===== config.mk =====
export PLATFORM = sky130hd
export DESIGN_NAME = alu_seq_flat
export DESIGN_NICKNAME = d
export VERILOG_FILES = /design/src/rtl/alu_pkg.sv /design/src/rtl/alu_seq_if.sv /design/src/rtl/alu_mul_iter.sv /design/src/rtl/alu_seq.sv /design/src/flat_wrapper.sv
export SDC_FILE = /design/constraint.sdc
export NUM_CORES = 1
export LEC_CHECK = 0
export CAP_MARGIN = 20
export CORE_ASPECT_RATIO = 0.75
export CORE_MARGIN = 4
export CORE_UTILIZATION = 38
export DETAILED_ROUTE_END_ITERATION = 12
export SETUP_SLACK_MARGIN = 0.05
export SKIP_CTS_REPAIR_TIMING = 1
export SYNTH_ARGS = -nofsm -noshare
export SYNTH_HDL_FRONTEND = slang
export SYNTH_SLANG_ARGS = --single-unit

===== constraint.sdc =====
create_clock -name clk -period 4 [get_ports clk]
set_clock_uncertainty 0.05 [all_clocks]
set_input_delay 0.8 -clock clk [delete_from_list [all_inputs] [get_ports clk]]
set_output_delay 0.8 -clock clk [all_outputs]
set_load 0.05 [all_outputs]

===== src/rtl/alu_pkg.sv =====
// Shared op codes, FSM state type and status-flag bit positions for the
// sequential ALU and its multiplier.
package alu_pkg;

    localparam logic [3:0] ALU_ADD = 4'd0;
    localparam logic [3:0] ALU_SUB = 4'd1;
    localparam logic [3:0] ALU_AND = 4'd2;
    localparam logic [3:0] ALU_OR  = 4'd3;
    localparam logic [3:0] ALU_XOR = 4'd4;
    localparam logic [3:0] ALU_SHL = 4'd5;
    localparam logic [3:0] ALU_SHR = 4'd6;
    localparam logic [3:0] ALU_MUL = 4'd7;
    localparam logic [3:0] ALU_CMP = 4'd8;
    localparam logic [3:0] ALU_MV  = 4'd15;

    typedef enum logic {
        ST_IDLE,
        ST_MUL
    } alu_state_t;

    localparam int FLAG_C = 0;
    localparam int FLAG_Z = 1;
    localparam int FLAG_N = 2;
    localparam int FLAG_V = 3;

endpackage


===== src/rtl/alu_seq_if.sv =====
// Operand/result bundle between the register file, the ALU and writeback.
interface alu_seq_if #(
    parameter int WIDTH = 16
);
    logic             start;
    logic [3:0]       op;
    logic [WIDTH-1:0] in1;
    logic [WIDTH-1:0] in2;
    logic [WIDTH-1:0] out;
    logic             busy;
    logic             done;
    logic             c_flag;
    logic             z_flag;
    logic             n_flag;
    logic             v_flag;

    modport master (
        output start, op, in1, in2,
        input  out, busy, done, c_flag, z_flag, n_flag, v_flag
    );

    modport slave (
        input  start, op, in1, in2,
        output out, busy, done, c_flag, z_flag, n_flag, v_flag
    );

endinterface


===== src/rtl/alu_mul_iter.sv =====
// Shift-add multiplier datapath: one partial-product accumulation per step.
// prod_next is the accumulator after the current step, so the final product
// can be captured on the same edge as the last iteration.
module alu_mul_iter #(
    parameter int WIDTH = 16
) (
    input  logic               clk,
    input  logic               rst,
    input  logic               load,
    input  logic               step,
    input  logic [WIDTH-1:0]   a,
    input  logic [WIDTH-1:0]   b,
    output logic [2*WIDTH-1:0] prod_next
);

    logic [2*WIDTH-1:0] acc;
    logic [2*WIDTH-1:0] mcand;
    logic [WIDTH-1:0]   mplier;

    assign prod_next = acc + (mplier[0] ? mcand : '0);

    always_ff @(posedge clk or posedge rst) begin
        if (rst) begin
            acc    <= '0;
            mcand  <= '0;
            mplier <= '0;
        end else if (load) begin
            acc    <= '0;
            mcand  <= {{WIDTH{1'b0}}, a};
            mplier <= b;
        end else if (step) begin
            acc    <= prod_next;
            mcand  <= mcand << 1;
            mplier <= mplier >> 1;
        end
    end

endmodule


===== src/rtl/alu_seq.sv =====
// Registered-output ALU: single-cycle arithmetic/logic/shift/compare ops plus
// an iterative multiply sequenced by a two-state FSM.
module alu_seq
    import alu_pkg::*;
#(
    parameter int WIDTH = 16,
    parameter int SHW   = $clog2(WIDTH)
) (
    input logic      clk,
    input logic      rst,
    alu_seq_if.slave bus
);

    localparam logic [SHW-1:0] LAST = SHW'(WIDTH - 1);

    alu_state_t state, state_next;

    logic [WIDTH-1:0]   out_q, res_d;
    logic [3:0]         flags_q, flags_d;
    logic               done_q;
    logic [SHW-1:0]     cnt;
    logic               accept, load, step, finish;
    logic               upd_zn;
    logic [2*WIDTH-1:0] prod_next;
    logic [WIDTH:0]     sum, diff, shl_ext, shr_ext;
    logic [SHW-1:0]     amt;
    logic               a_msb, b_msb;

    assign amt     = bus.in2[SHW-1:0];
    assign a_msb   = bus.in1[WIDTH-1];
    assign b_msb   = bus.in2[WIDTH-1];
    assign sum     = {1'b0, bus.in1} + {1'b0, bus.in2};
    assign diff    = {1'b0, bus.in1} - {1'b0, bus.in2};
    // One spare bit on each shift catches the last bit pushed out for C.
    assign shl_ext = {1'b0, bus.in1} << amt;
    assign shr_ext = {bus.in1, 1'b0} >> amt;

    always_comb begin
        res_d   = out_q;
        flags_d = flags_q;
        upd_zn  = 1'b0;
        case (bus.op)
            ALU_ADD: begin
                res_d          = sum[WIDTH-1:0];
                flags_d[FLAG_C] = sum[WIDTH];
                flags_d[FLAG_V] = (a_msb == b_msb) && (sum[WIDTH-1] != a_msb);
                upd_zn         = 1'b1;
            end
            ALU_SUB, ALU_CMP: begin
                if (bus.op == ALU_SUB) res_d = diff[WIDTH-1:0];
                flags_d[FLAG_C] = diff[WIDTH];
                flags_d[FLAG_V] = (a_msb != b_msb) && (diff[WIDTH-1] != a_msb);
                flags_d[FLAG_Z] = ~|diff[WIDTH-1:0];
                flags_d[FLAG_N] = diff[WIDTH-1];
            end
            ALU_AND: begin res_d = bus.in1 & bus.in2; upd_zn = 1'b1; end
            ALU_OR:  begin res_d = bus.in1 | bus.in2; upd_zn = 1'b1; end
            ALU_XOR: begin res_d = bus.in1 ^ bus.in2; upd_zn = 1'b1; end
            ALU_SHL: begin
                res_d           = shl_ext[WIDTH-1:0];
                flags_d[FLAG_C] = shl_ext[WIDTH];
                upd_zn          = 1'b1;
            end
            ALU_SHR: begin
                res_d           = shr_ext[WIDTH:1];
                flags_d[FLAG_C] = shr_ext[0];
                upd_zn          = 1'b1;
            end
            ALU_MV:  res_d = bus.in1;
            default: ;
        endcase
        if (upd_zn) begin
            flags_d[FLAG_Z] = ~|res_d;
            flags_d[FLAG_N] = res_d[WIDTH-1];
        end
    end

    always_comb begin
        state_next = state;
        accept     = 1'b0;
        load       = 1'b0;
        step       = 1'b0;
        finish     = 1'b0;
        case (state)
            ST_IDLE: begin
                if (bus.start) begin
                    if (bus.op == ALU_MUL) begin
                        load       = 1'b1;
                        state_next = ST_MUL;
                    end else begin
                        accept = 1'b1;
                    end
                end
            end
            ST_MUL: begin
                step = 1'b1;
                if (cnt == LAST) begin
                    finish     = 1'b1;
                    state_next = ST_IDLE;
                end
            end
            default: state_next = ST_IDLE;
        endcase
    end

    // MUL leaves V untouched; C reports a non-zero upper product half.
    always_ff @(posedge clk or posedge rst) begin
        if (rst) begin
            state   <= ST_IDLE;
            out_q   <= '0;
            flags_q <= '0;
            done_q  <= 1'b0;
            cnt     <= '0;
        end else begin
            state  <= state_next;
            done_q <= accept | finish;
            if (load) cnt <= '0;
            else if (step) cnt <= cnt + SHW'(1);
            if (accept) begin
                out_q   <= res_d;
                flags_q <= flags_d;
            end else if (finish) begin
                out_q           <= prod_next[WIDTH-1:0];
                flags_q[FLAG_C] <= |prod_next[2*WIDTH-1:WIDTH];
                flags_q[FLAG_Z] <= ~|prod_next[WIDTH-1:0];
                flags_q[FLAG_N] <= prod_next[WIDTH-1];
            end
        end
    end

    alu_mul_iter #(.WIDTH(WIDTH)) u_mul (
        .clk       (clk),
        .rst       (rst),
        .load      (load),
        .step      (step),
        .a         (bus.in1),
        .b         (bus.in2),
        .prod_next (prod_next)
    );

    assign bus.out    = out_q;
    assign bus.busy   = (state == ST_MUL);
    assign bus.done   = done_q;
    assign bus.c_flag = flags_q[FLAG_C];
    assign bus.z_flag = flags_q[FLAG_Z];
    assign bus.n_flag = flags_q[FLAG_N];
    assign bus.v_flag = flags_q[FLAG_V];

endmodule


===== src/flat_wrapper.sv =====
// flat-port wrapper written by rule: the top's interface ports become plain ports
module alu_seq_flat import alu_pkg::*;
#(
    parameter int WIDTH = 16,
    parameter int SHW   = $clog2(WIDTH)
)
  (clk, rst, bus_start, bus_op, bus_in1, bus_in2, bus_out, bus_busy, bus_done, bus_c_flag, bus_z_flag, bus_n_flag, bus_v_flag);
  alu_seq_if #(.WIDTH(WIDTH)) bus_i ();
  input logic clk;
  input logic rst;
  input wire logic [$bits(bus_i.start)-1:0] bus_start;
  input wire logic [$bits(bus_i.op)-1:0] bus_op;
  input wire logic [$bits(bus_i.in1)-1:0] bus_in1;
  input wire logic [$bits(bus_i.in2)-1:0] bus_in2;
  output wire logic [$bits(bus_i.out)-1:0] bus_out;
  output wire logic [$bits(bus_i.busy)-1:0] bus_busy;
  output wire logic [$bits(bus_i.done)-1:0] bus_done;
  output wire logic [$bits(bus_i.c_flag)-1:0] bus_c_flag;
  output wire logic [$bits(bus_i.z_flag)-1:0] bus_z_flag;
  output wire logic [$bits(bus_i.n_flag)-1:0] bus_n_flag;
  output wire logic [$bits(bus_i.v_flag)-1:0] bus_v_flag;
  assign bus_i.start = bus_start;
  assign bus_i.op = bus_op;
  assign bus_i.in1 = bus_in1;
  assign bus_i.in2 = bus_in2;
  assign bus_out = bus_i.out;
  assign bus_busy = bus_i.busy;
  assign bus_done = bus_i.done;
  assign bus_c_flag = bus_i.c_flag;
  assign bus_z_flag = bus_i.z_flag;
  assign bus_n_flag = bus_i.n_flag;
  assign bus_v_flag = bus_i.v_flag;
  alu_seq #(.WIDTH(WIDTH), .SHW(SHW)) u_core (.clk(clk), .rst(rst), .bus(bus_i));
endmodule

==> impl_metrics.py <==
metrics = {
    "run_status": {
        "status": "finished, final reports clean",
    },
    "drt": {
        "dr.pass1.iters": 7,
        "drt_iter0_drc": 1442,
        "final_antenna_net_count": 0,
        "wl_per_cell_um": 22.9,
        "vias_per_cell": 5.90,
        "drc": 0,
        "postRouteWirelength_um": 45000,
        "via_count": 11613,
    },
    "clock_network": {
        "cts.htree.levels": 3,
        "cts-root-buf": "clkbuf_16",
        "clk_path_buf_depth": 2,
        "numCtsBuffers": 9,
        "clk_latency_ns": 0.38,
        "numClockSinks": 106,
        "cts.clk_slew.worst_paths_ns": 0.09,
        "cts_tree": "done",
    },
    "logic_synthesis": {
        "async_flop_share_pct": 100,
        "yosys.area_share.simple_pct": 21.0,
        "synth_xor_xnor_area_share_pct": 4.05,
        "synth_area_per_cell_sq_um": 7.82,
        "synth_edf_count": 0,
        "synth_area_sq_mm": 0.0110,
        "synth_compound_area_share_pct": 27.5,
        "yosys_warnings": 0,
        "ys_ff_latch": 106,
        "syn_nets": 1535,
        "synthMuxAreaShare_pct": 7.06,
        "synth_seq_area_share_pct": 24.1,
        "synth_cell_type_count": 89,
        "ys.flop_type": "dfrtp_1",
        "synth_top_family_by_area": "compound AO/OA/AOI/OAI gates",
        "synth_cells": 1409,
        "synth_fa_ha_area_share_pct": 10.1,
    },
    "power": {
        "seqPwrFrac_pct": 30.4,
        "power_mw": 6.16,
        "ir_drop_mv": 0.385,
        "intPower_mw": 3.27,
        "p_switching_mw": 2.88,
        "combPwrFrac_pct": 53.6,
        "power_leakage_nw": 6.12,
        "pwr-share-clk_pct": 16.0,
        "sw_frac_of_total_pct": 46.9,
        "power.density_mw_per_mm2": 452,
    },
    "final_layout": {
        "regArea_sq_mm": 0.00266,
        "final_cell_count_no_fill": 1967,
        "design_area_sq_mm": 0.0136,
        "n_fill_cell": 2845,
        "diodes": 0,
        "multi_input_area_sq_mm": 0.00777,
        "areaGrowthSynthToFinish_pct": 23.6,
        "final_cell_mix": "202 x nand2_1, 185 x buf_4, 118 x nor2_1, 116 x o21ai_0, 111 x a21oi_1",
        "layout-drive-gt1-share_pct": 17.1,
        "nNetsFinal": 1703,
        "mostFrequentLayoutCell": "nand2_1",
    },
    "placed_design": {
        "place_congestion": 0.984,
        "place_ws_ns": -0.207,
        "placed_area_sq_mm": 0.0132,
        "place_inst": 1948,
        "post-dp-hpwl_um": 35500,
        "io_buffers": 60,
    },
    "min_path": {
        "hp-class": "register to register",
    },
    "timing": {
        "fin_setup_tns_ns": 0,
        "setup_violations": 0,
        "rsz0062_at_grt": "true",
        "slew_headroom_pct": 48.5,
        "fin_crit_ns": 3.82,
        "fin_crit_sh_pct": 95.5,
        "setup_slack_ns": 0.178,
        "slew_viol_final": 0,
        "worst_slew_pin_slew_ns": 0.764,
        "fmax_mhz": 262,
        "hold_viol": 0,
    },
    "grt": {
        "grt_pass1_vias": 10803,
        "grt_pass1_wl_um": 68200,
        "grt_overflow": 0,
        "grt_util_all_layers_pct": 28.0,
        "grt_max_degree": 136,
        "antenna_found_initial": 0,
    },
    "critical_path": {
        "critPathMaxStageDelay_ns": 0.49,
        "cp-end-kind": "register",
        "cp_cell_sequence": "and2_1 -> ha_1 -> fa_2 -> a211oi_2 -> o211ai_1 -> a41oi_2 -> a31oi_1 -> xor2_1 -> nor2_1 -> or4b_4 -> nor4_4 -> buf_4 -> and4b_1 -> a41oi_1",
        "required_ns": 4.18,
        "crit_type": "register to register",
        "critPathMaxFanout": 3,
        "crit_family": "simple AND/OR/NAND/NOR gates",
        "path_buf_inv": 1,
        "start_kind": "register",
        "critPathArrivalTime_ns": 4.00,
        "slowest_stage": "or4b_4",
    },
    "floorplan": {
        "die_w_um": 205,
        "design.core.area_sq_mm": 0.0283,
        "die_area_sq_mm": 0.0318,
        "rows": 53,
        "die_y_um": 156,
        "ioPinCount": 61,
        "start_util_pct": 38.9,
    },
    "run": {
        "drv_cap": 0,
    },
}
## layout make-up
type	count	share of cell area (%)
multi-input cells	1143	57.1
flip-flops and latches	106	19.5
repair buffers	254	15.9
well taps	385	3.54
clock buffers	11	1.78
inverters	63	1.75
clock inverters	5	0.496
## flip-flops by register name, summed over array words and instances, names as in the netlist
name,flops
u_core.u_mul.acc,32
u_core.bus.done,1
u_core.u_mul.mcand,32
u_core.bus.busy,1
u_core.cnt,4
u_core.u_mul.mplier,16
u_core.flags_q,4
u_core.bus.out,16
## cells in the mapped netlist, types with 8 or more instances
cell	n	area, sq um
o32ai_1	8	70.1
ha_1	84	1050
nor2b_1	13	81.3
o21ai_1	11	55.1
buf_2	20	100
o21ai_0	118	591
mux4_2	21	473
inv_1	59	221
xor2_1	18	158
a21o_1	18	135
and2_1	43	269
o21bai_1	12	90.1
a31oi_1	17	106
nand3_1	23	115
a22oi_1	17	128
clkbuf_1	61	229
nand4_1	8	50.1
nand2_1	203	762
nor3_1	27	135
a211oi_1	17	128
a221o_1	11	110
nor2_1	118	443
dfrtp_1	106	2650
a221oi_1	11	96.3
o211ai_1	18	135
mux2i_1	26	260
a21oi_1	114	571
xnor2_1	33	289
## tightest hold or removal path, cell delays in order (launching register included)
cell,delay (ns)
dfrtp_1,0.34
nand2_1,0.05
o21ai_0,0.06
## cells by family (layout without fill, tap and decap cells)
group | after synthesis | after routing
and+or+nand+nor | 495 | 495
xor gates and xnor gates | 51 | 51
adders and majority gates | 87 | 87
AOI/OAI and AO/OA | 459 | 459
muxes | 51 | 51
DFF | 106 | 106
buffers and inverters | 160 | 333
## worst paths after layout
check	start	endpoint	slack [ns]	depth (start not counted)
setup / recovery	u_core.u_mul.mcand[0]	u_core.flags_q[0]	0.18	14
hold / removal	u_core.u_mul.mplier[7]	u_core.u_mul.mplier[6]	0.42	2
setup reg to reg	u_core.u_mul.mcand[0]	u_core.flags_q[0]	0.18	14
hold reg to reg	u_core.u_mul.mplier[7]	u_core.u_mul.mplier[6]	0.42	2
max in group asynchronous	rst	u_core.u_mul.acc[20]	2.27	3
min in group asynchronous	rst	u_core.flags_q[3]	0.84	2
## layer usage
layer | global-route usage (%) | part of all wire (%) | vias up
met5 | 0 | 0 | -
li1 | - | - | 5448
met1 | 45.9 | 49 | 5515
met3 | 5.17 | 10 | 50
met2 | 37.2 | 38 | 600
met4 | 6.89 | 2.2 | 0
## metrics by stage
stage	utilization [%]	hold WS (ns)
after floorplan	-	0.403
after global placement	46.7	0.411
after detailed placement	46.7	0.420
after CTS	47.8	0.435
after global routing	48.1	0.472
final	48.1	0.419
## power groups by stage
stage / clock network (mW) / registers (mW) / logic (mW)
2_1_floorplan: 0 / 2.06 / 1.78
3_3_place_gp: 0 / 1.88 / 3.20
3_5_place_dp: 0 / 1.89 / 3.23
4_1_cts: 1.01 / 1.87 / 3.25
5_1_grt: 1.05 / 1.92 / 3.60
6_report: 0.985 / 1.87 / 3.30
Power figures use the tool's default switching activity.
==> variant: new RTL, same settings <==
Put a register stage on the output `bus.c_flag`, without a reset. The value now appears one clock later.
--- a/src/rtl/alu_seq.sv
+++ b/src/rtl/alu_seq.sv
@@ -143,3 +143,5 @@
     assign bus.done   = done_q;
-    assign bus.c_flag = flags_q[FLAG_C];
+    always_ff @(posedge clk) begin
+        bus.c_flag <= flags_q[FLAG_C];
+    end
     assign bus.z_flag = flags_q[FLAG_Z];
Formal check against the unedited RTL: not equivalent (Yosys sat finds a counterexample within 4 cycles, from zero or initial values and one cycle with rst high).
==> variant against the original RTL <==
Synthesized area up 0.18%; power up 1.9%; count of clock-buffer cells in the layout down 2; wire length up 3.6%; final area up 2.4%; worst setup slack worse by 0.065 ns; sequential cell count up 1; sequential share of layout area down 0.31 points; largest power group unchanged.
==> variant: results <==
INSERT INTO impl_metrics (metric_group, metric, value, unit) VALUES
('outcome', 'run_status', 'finished, final reports clean', ''),
('clocking', 'clk_latency', '0.37', 'ns'),
('grt', 'pin_count_of_the_biggest_net_entering_global_routing', '106', ''),
('logic_synthesis', 'synth_seq_area_share', '0.242', ''),
('worst_setup_path', 'critPathArrivalTime', '4.07', 'ns'),
('logic_synthesis', 'synthDistinctLibCells', '90', ''),
('grt', 'grt_pass1_wl', '69500', 'um'),
('route', 'drtPass1Iterations', '5', ''),
('placed_design', 'gp_congestion', '1.00', ''),
('logic_synthesis', 'syn-num-nets', '1536', ''),
('worst_hold_path', 'worst_hold_startpoint', 'u_core.flags_q[0]$_DFFE_PP0P_', ''),
('route', 'wire_per_inst', '23.3', 'um'),
('layout', 'nets', '1736', ''),
('route', 'drt_first_iter_violations', '1361', ''),
('logic_synthesis', 'yosys-top-cells-area', 'sky130_fd_sc_hd__dfrtp_1, sky130_fd_sc_hd__ha_1, sky130_fd_sc_hd__nand2_1, sky130_fd_sc_hd__o21ai_0, sky130_fd_sc_hd__a21oi_1', ''),
('logic_synthesis', 'synthArstFlopShare', '0.991', ''),
('power_and_ir_drop', 'power.static_leakage', '6.25', 'nW'),
('grt', 'grt_pass1_vias', '10700', ''),
('logic_synthesis', 'synth.cell_area', '11000', 'um^2'),
('worst_setup_path', 'rrSetupSlack', '0.11', 'ns'),
('layout', 'layout_cells_sized_above_1', '0.200', ''),
('placed_design', 'place.detailed.hpwl', '37600', 'um'),
('worst_hold_path', 'holdPathStages', '0', ''),
('route', 'viasPerCell', '5.90', ''),
('placed_design', 'detailedPlace.worstSlack', '-0.544', 'ns');
[variant: layer usage]
metal	up-vias	wire length, um	track usage
met5	-	0	0
met4	0	550	0.0399
met3	25	5780	0.0987
li1	5529	-	-
met1	5657	23000	0.472
met2	592	17200	0.357
[variant: through the flow]
| step | instances | hold WS, ns | instance area [um^2] |
|---|---|---|---|
| after detailed placement | 1981 | 0.331 | 13400 |
| final | 2000 | 0.342 | 13900 |
| after global routing | 2000 | 0.373 | 13900 |
| after floorplan | 1410 | 0.292 | 11000 |
| after CTS | 1997 | 0.349 | 13800 |
| after global placement | 1981 | 0.336 | 13400 |
[variant: power groups by stage]
| stage | logic, mW | clock network [mW] | registers, mW |
|---|---|---|---|
| 2_1_floorplan | 1.78 | 0 | 2.08 |
| 3_3_place_gp | 3.26 | 0 | 1.90 |
| 3_5_place_dp | 3.28 | 0 | 1.91 |
| 4_1_cts | 3.29 | 0.972 | 1.89 |
| 5_1_grt | 3.72 | 1.01 | 1.95 |
| 6_report | 3.41 | 0.949 | 1.91 |
[variant: how the worst max path moves through the flow]
stage                                          to  slack (ns)  depth (start not counted)
floorplan           u_core.flags_q[1]$_DFFE_PP0P_        0.28                         14
global placement    u_core.flags_q[1]$_DFFE_PP0P_       -0.42                         14
detailed placement  u_core.flags_q[1]$_DFFE_PP0P_       -0.54                         14
CTS                 u_core.flags_q[1]$_DFFE_PP0P_       -0.18                         14
global route        u_core.flags_q[0]$_DFFE_PP0P_      -0.008                         13
finish              u_core.flags_q[0]$_DFFE_PP0P_        0.11                         14
[variant: layout make-up]
type,count,area (um^2)
timing repair buffer,286,2380
inverter,63,239
clock inverter,7,87.6
fill,2780,14400
sequential,107,2680
tap,385,482
clock buffer,9,225
multi-input combinational,1143,7860
[variant: logic make-up (layout without fill, tap and decap cells)]
kind of cell,Yosys count,in the layout,share of synthesized area
mux,51,51,0.0705
buf+inv,160,365,0.0621
simple gates,495,495,0.210
fa+ha+maj,87,87,0.101
flops,107,107,0.242
xor+xnor,51,51,0.0404
compound gates,459,459,0.274
